$ cat src/rtl/id_ex_stage.sv
// Purpose : ID/EX pipeline register with EX/MEM and MEM/WB operand forwarding and load-use detection.
// Latency : one cycle from the ID inputs to the EX outputs; the forwarding muxes sit after the register.
// Backpres: hold freezes the stage and raises stall_id. A load-use hazard inserts one bubble and raises stall_id.
//
// Ports:
//   clk, reset                  rising-edge clock, synchronous active-high reset
//   id_*                        decoded instruction from the ID stage (operands, indices, immediate, control)
//   hold, flush                 downstream freeze request / kill the instruction entering EX
//   exmem_*, memwb_*            forwarding sources (write-enable, destination index, value)
//   operand1/2, alu_ctrl        ALU inputs
//   ex_valid/_reg_write/_mem_*  registered control for EX
//   ex_rd, ex_store_data        registered destination index, forwarded rt value for stores
//   stall_id                    freeze PC and IF/ID
module id_ex_stage #(
  parameter int WIDTH = 32,
  parameter int RA_W  = 5
) (
  input  logic             clk,
  input  logic             reset,
  input  logic             id_valid,
  input  logic [WIDTH-1:0] id_rs_data,
  input  logic [WIDTH-1:0] id_rt_data,
  input  logic [WIDTH-1:0] id_imm,
  input  logic [RA_W-1:0]  id_rs,
  input  logic [RA_W-1:0]  id_rt,
  input  logic [RA_W-1:0]  id_rd,
  input  logic [3:0]       id_alu_ctrl,
  input  logic             id_alu_src,
  input  logic             id_reg_write,
  input  logic             id_mem_read,
  input  logic             id_mem_write,
  input  logic             hold,
  input  logic             flush,
  input  logic             exmem_reg_write,
  input  logic [RA_W-1:0]  exmem_rd,
  input  logic [WIDTH-1:0] exmem_res,
  input  logic             memwb_reg_write,
  input  logic [RA_W-1:0]  memwb_rd,
  input  logic [WIDTH-1:0] memwb_data,
  output logic [WIDTH-1:0] operand1,
  output logic [WIDTH-1:0] operand2,
  output logic [3:0]       alu_ctrl,
  output logic             ex_valid,
  output logic             ex_reg_write,
  output logic             ex_mem_read,
  output logic             ex_mem_write,
  output logic [RA_W-1:0]  ex_rd,
  output logic [WIDTH-1:0] ex_store_data,
  output logic             stall_id
);

  // Pipeline register contents
  logic [WIDTH-1:0] rs_val, rt_val, imm_q;
  logic [RA_W-1:0]  rs_q, rt_q, rd_q;
  logic [3:0]       alu_ctrl_q;
  logic             alu_src_q, reg_write_q, mem_read_q, mem_write_q, valid_q;

  logic [WIDTH-1:0] fwd_rs, fwd_rt;
  logic             load_use;
  logic             bubble;

  // Forwarding: EX/MEM has priority over MEM/WB; register 0 is never forwarded.
  always_comb begin
    fwd_rs = rs_val;
    if (exmem_reg_write && (exmem_rd == rs_q) && (rs_q != '0))
      fwd_rs = exmem_res;
    else if (memwb_reg_write && (memwb_rd == rs_q) && (rs_q != '0))
      fwd_rs = memwb_data;
  end

  always_comb begin
    fwd_rt = rt_val;
    if (exmem_reg_write && (exmem_rd == rt_q) && (rt_q != '0))
      fwd_rt = exmem_res;
    else if (memwb_reg_write && (memwb_rd == rt_q) && (rt_q != '0))
      fwd_rt = memwb_data;
  end

  // A load in EX whose result the instruction in ID needs cannot be forwarded in time.
  assign load_use = valid_q && mem_read_q && (rd_q != '0) && id_valid &&
                    ((rd_q == id_rs) || (rd_q == id_rt));

  assign stall_id = hold || load_use;

  // Reset and flush override hold; a load-use bubble only applies when not frozen.
  assign bubble = reset || flush || (!hold && load_use);

  always_ff @(posedge clk) begin
    if (bubble) begin
      rs_val      <= '0;
      rt_val      <= '0;
      imm_q       <= '0;
      rs_q        <= '0;
      rt_q        <= '0;
      rd_q        <= '0;
      alu_ctrl_q  <= '0;
      alu_src_q   <= 1'b0;
      reg_write_q <= 1'b0;
      mem_read_q  <= 1'b0;
      mem_write_q <= 1'b0;
      valid_q     <= 1'b0;
    end else if (hold) begin
      // Latch the forwarded values so they survive their source retiring during the freeze.
      rs_val <= fwd_rs;
      rt_val <= fwd_rt;
    end else begin
      rs_val      <= id_rs_data;
      rt_val      <= id_rt_data;
      imm_q       <= id_imm;
      rs_q        <= id_rs;
      rt_q        <= id_rt;
      rd_q        <= id_rd;
      alu_ctrl_q  <= id_alu_ctrl;
      alu_src_q   <= id_valid && id_alu_src;
      reg_write_q <= id_valid && id_reg_write;
      mem_read_q  <= id_valid && id_mem_read;
      mem_write_q <= id_valid && id_mem_write;
      valid_q     <= id_valid;
    end
  end

  assign operand1      = fwd_rs;
  assign operand2      = alu_src_q ? imm_q : fwd_rt;
  assign ex_store_data = fwd_rt;
  assign alu_ctrl      = alu_ctrl_q;
  assign ex_valid      = valid_q;
  assign ex_reg_write  = reg_write_q;
  assign ex_mem_read   = mem_read_q;
  assign ex_mem_write  = mem_write_q;
  assign ex_rd         = rd_q;

endmodule

$ cat config.mk
export PLATFORM = sky130hd
export DESIGN_NAME = id_ex_stage
export DESIGN_NICKNAME = d
export VERILOG_FILES = /design/src/rtl/id_ex_stage.sv
export SDC_FILE = /design/constraint.sdc
export NUM_CORES = 1
export LEC_CHECK = 0
export ABC_AREA = 0
export BUFFER_PORTS_ARGS = -buffer_cell sky130_fd_sc_hd__buf_2
export CORE_MARGIN = 2
export CORE_UTILIZATION = 45
export CTS_CLUSTER_SIZE = 16
export DETAILED_ROUTE_END_ITERATION = 12
export PLACE_DENSITY_LB_ADDON = 0.25
export SYNTH_ARGS = -nofsm -noshare
export SYNTH_HDL_FRONTEND = slang
export SYNTH_SLANG_ARGS = --single-unit
$ cat constraint.sdc
create_clock -name clk -period 4.8 [get_ports clk]
set_input_delay 0.24 -clock clk [delete_from_list [all_inputs] [get_ports clk]]
set_output_delay 0.24 -clock clk [all_outputs]
set_load 0.02 [all_outputs]
==> impl_metrics.yaml <==
run_status:
  status: "completed"
sta:
  finalHoldViolCount: 0
  min_period_ns: 3.933
  period_share_pct: 81.94
  setup-tns-final_ns: 0
  tightest_slew_ns: 1.225
  fmax_mhz: 254.2
  skew_ns: 0.008704
  timing.final.ws_setup_ns: 0.8667
  grt_setup_unrepaired: "false"
  drv_slew: 0
  setup_viol: 0
  timing.slew.headroom_pct: 18.33
die:
  boundaryPins: 310
  dieArea_um2: 17400
  rows: 46
  fp.dieH_um: 131.9
  start_util_pct: 46.17
  core_um2: 15940
  die_x_um: 131.9
setup_path:
  cpPeakStageDelay_ns: 0.74
  worst-r2r-cell-count: 7
  path_cells: "or4_4, o211ai_4, buf_4, or2_2, buf_4, a31oi_1, mux2_2, buf_2"
  crit_required_ns: 4.56
  arrival_ns: 3.69
  cp_max_fo: 41
  worstSetupEndpointType: "primary output"
  r2r_start: "rt_q[0]$_SDFFE_PP0N_"
  critPathKind: "reg -> out"
  cpMostUsedCell: "buf_4"
  r2r_end: "rt_val[9]$_SDFF_PP0_"
  slowest_stage: "or2_2"
  r2r_slack_ns: 1.68
  start_kind: "register"
clock_network:
  h-tree-depth: 4
  clk_pin_slew_ns: 0.06
  holdBufCountCts: 0
  cts_buffers: 17
  cts_buffer_depth: 2
  cts_tree: "done"
  clk-insertion-delay-late_ns: 0.42
  post_cts_resized: 0
  cts-root-buf: "clkbuf_16"
  cts_sinks: 120
  cts_setup_buffers: 0
drt:
  drcViolationCount: 0
  wirelength_mm: 26.03
  dr.pass1.iters: 5
  via_count: 7964
  wire_per_inst_um: 19.38
  ant_nets: 0
  drt_iter0_markers: 542
  via_per_inst: 5.930
final_layout:
  nets: 1312
  drive_above_1_share_pct: 36.18
  area_delta_synth_final_pct: 30.24
  finalInstanceArea_um2: 9587
synth:
  yosys-top-cells-area: "dfxtp_1 (33%), mux2i_1 (6.9%), mux2_2 (4.9%)"
  synth_cells: 859
  ys_types: 45
  ys_seq_elements: 120
  synth_top_area_share_pct: 32.64
  seq_area_frac_synth_pct: 32.64
  syn-num-nets: 1059
  syn-cell-area_um2: 7361
  avgSynthCellArea_um2: 8.569
  yosysTopAreaCell: "dfxtp_1"
  ys_warn_count: 0
grt:
  antenna_found_initial: 3
  grt_remaining_overflow: 0
  grt_pass1_wl_mm: 40.83
  groute.usage.overall_pct: 29.04
  grt_max_degree: 67
  grt_pass1_vias: 7892
worst_hold_path:
  whs_path_depth: 3
  holdPathEnd: "ex_rd[2]$_SDFFE_PP0N_"
  hold_class: "in -> reg"
  min_from: "id_rd[2]"
pwr:
  p_leak_nw: 4.519
  peakVddDrop_mv: 0.2262
  power_density_nw_per_um2: 294.1
place:
  preCtsSetupSlack_ns: 1.338
  gp_congestion: 0.8831
  place_area_um2: 8976
  io_buffers: 309
  hpwl_mm: 17.37
job:
  drv_cap: 0
-- area by class of cell --
class / count / area (um^2)
fill: 1482 / 6356
multi-input combinational: 647 / 4637
sequential: 120 / 2404
timing repair buffer: 323 / 1654
clock buffer: 17 / 425.4
tap: 216 / 270.3
clock inverter: 15 / 180.2
inverter: 3 / 11.26
antenna: 2 / 5.005
-- layout by cell type (no fill, tap or decap), types with 2 or more instances in the layout --
cell type / Yosys / final
buf_2: 14 / 308
dfxtp_1: 120 / 119
nor2_1: 59 / 59
mux2i_1: 51 / 51
nor3_1: 34 / 34
nor2b_1: 33 / 33
a21oi_1: 33 / 33
a21boi_0: 32 / 32
and3_1: 32 / 32
nand3b_1: 32 / 32
o31a_1: 32 / 32
nand3_1: 32 / 32
a31oi_1: 32 / 32
mux2_2: 32 / 32
a311oi_1: 32 / 32
nand2_1: 32 / 32
o21ai_0: 31 / 31
o311ai_0: 27 / 27
o21ba_1: 25 / 25
xor2_1: 20 / 20
clkbuf_16: 0 / 17
buf_4: 4 / 15
xnor2_1: 10 / 10
o21ba_2: 7 / 7
clkinvlp_4: 0 / 6
a22oi_1: 5 / 5
o311ai_1: 5 / 5
clkinv_4: 0 / 4
bufinv_16: 0 / 3
diode_2: 0 / 2
inv_1: 3 / 2
a211oi_4: 0 / 2
o21ai_1: 2 / 2
clkinv_2: 0 / 2
-- synthesized netlist by cell type (all sizes together) --
library cell	number
o211a	1
nand4	1
inv	3
xor2	20
or4	2
o211ai	2
and3	32
a21boi	32
o31ai	1
dfxtp	120
and4	1
and2	1
o21ba	32
nor3	34
nor4b	1
nor4	2
buf	22
a211oi	2
nand3b	32
or4b	1
a311oi	32
clkbuf	67
a31oi	32
nand3	32
xnor2	10
mux2	32
a21oi	33
o31a	32
a22oi	5
mux2i	51
nor2b	33
o21ai	33
o2111ai	1
or2	1
o311ai	32
nand2	32
nor2	59
-- per-layer routing --
| metal | share of wire, % | wire length [um] | up-vias | track usage, % |
|---|---|---|---|---|
| met4 | 3.0 | 769 | 2 | 12.98 |
| met3 | 7.4 | 1918 | 57 | 5.575 |
| li1 | - | - | 3747 | - |
| met5 | 0.050 | 13 | - | 0 |
| met1 | 42 | 10910 | 3793 | 36.43 |
| met2 | 48 | 12410 | 365 | 48.41 |
-- stage by stage --
step                      hold slack [ns]  util, %  instances  total power [mW]
after floorplan                    0.3839        -        859             1.325
after global placement             0.4696    56.30       1309             1.515
after detailed placement           0.4776    56.30       1309             1.519
after CTS                         0.03832    60.10       1341             2.828
after global routing              0.05742    60.13       1343             2.914
final                             0.04597    60.13       1343             2.820
-- worst max-delay path: cells and delay by family (launching register included) --
kind | cells | cell delay, ns
AND/OR/NAND/NOR | 2 | 1.32
buffers and inverters | 3 | 0.97
AO/OA/AOI/OAI | 2 | 0.33
flip-flops | 1 | 0.35
multiplexers | 1 | 0.28
-- flip-flops by register name (all words and copies together) (netlist names) --
register      count
alu_ctrl          4
alu_src_q         1
ex_mem_read       1
ex_mem_write      1
ex_rd             5
ex_reg_write      1
ex_valid          1
imm_q            32
rs_q              5
rs_val           32
rt_q              5
rt_val           32
-- report_power, final --
| group | switching, mW | internal [mW] | total (mW) |
|---|---|---|---|
| registers | 0.0177 | 1.03 | 1.05 |
| clock network | 0.501 | 0.815 | 1.32 |
| logic | 0.268 | 0.189 | 0.458 |
| total | 0.787 | 2.03 | 2.82 |
-- how the worst max path moves through the flow --
stage	start	to	slack, ns	cells past startpoint
floorplan	rt_q[0]$_SDFFE_PP0N_	operand2[10]	2.37	6
global placement	rt_q[0]$_SDFFE_PP0N_	operand2[14]	1.41	8
detailed placement	rt_q[0]$_SDFFE_PP0N_	operand2[14]	1.34	8
CTS	rt_q[0]$_SDFFE_PP0N_	operand2[14]	0.87	8
global route	rt_q[0]$_SDFFE_PP0N_	operand2[7]	0.68	8
finish	rt_q[0]$_SDFFE_PP0N_	operand2[4]	0.87	8
-- cell families (layout without fill, tap and decap cells) --
family	after synthesis	count (layout)	share of synthesized area [%]
AO/OA/AOI/OAI	270	270	27.72
XOR/XNOR	30	30	3.570
buffers and inverters	92	358	5.184
flip-flops	120	120	32.64
multiplexers	83	83	11.83
other	0	2	0
AND/OR/NAND/NOR	264	264	19.05
Note: power is estimated with default switching activity, not from simulation.
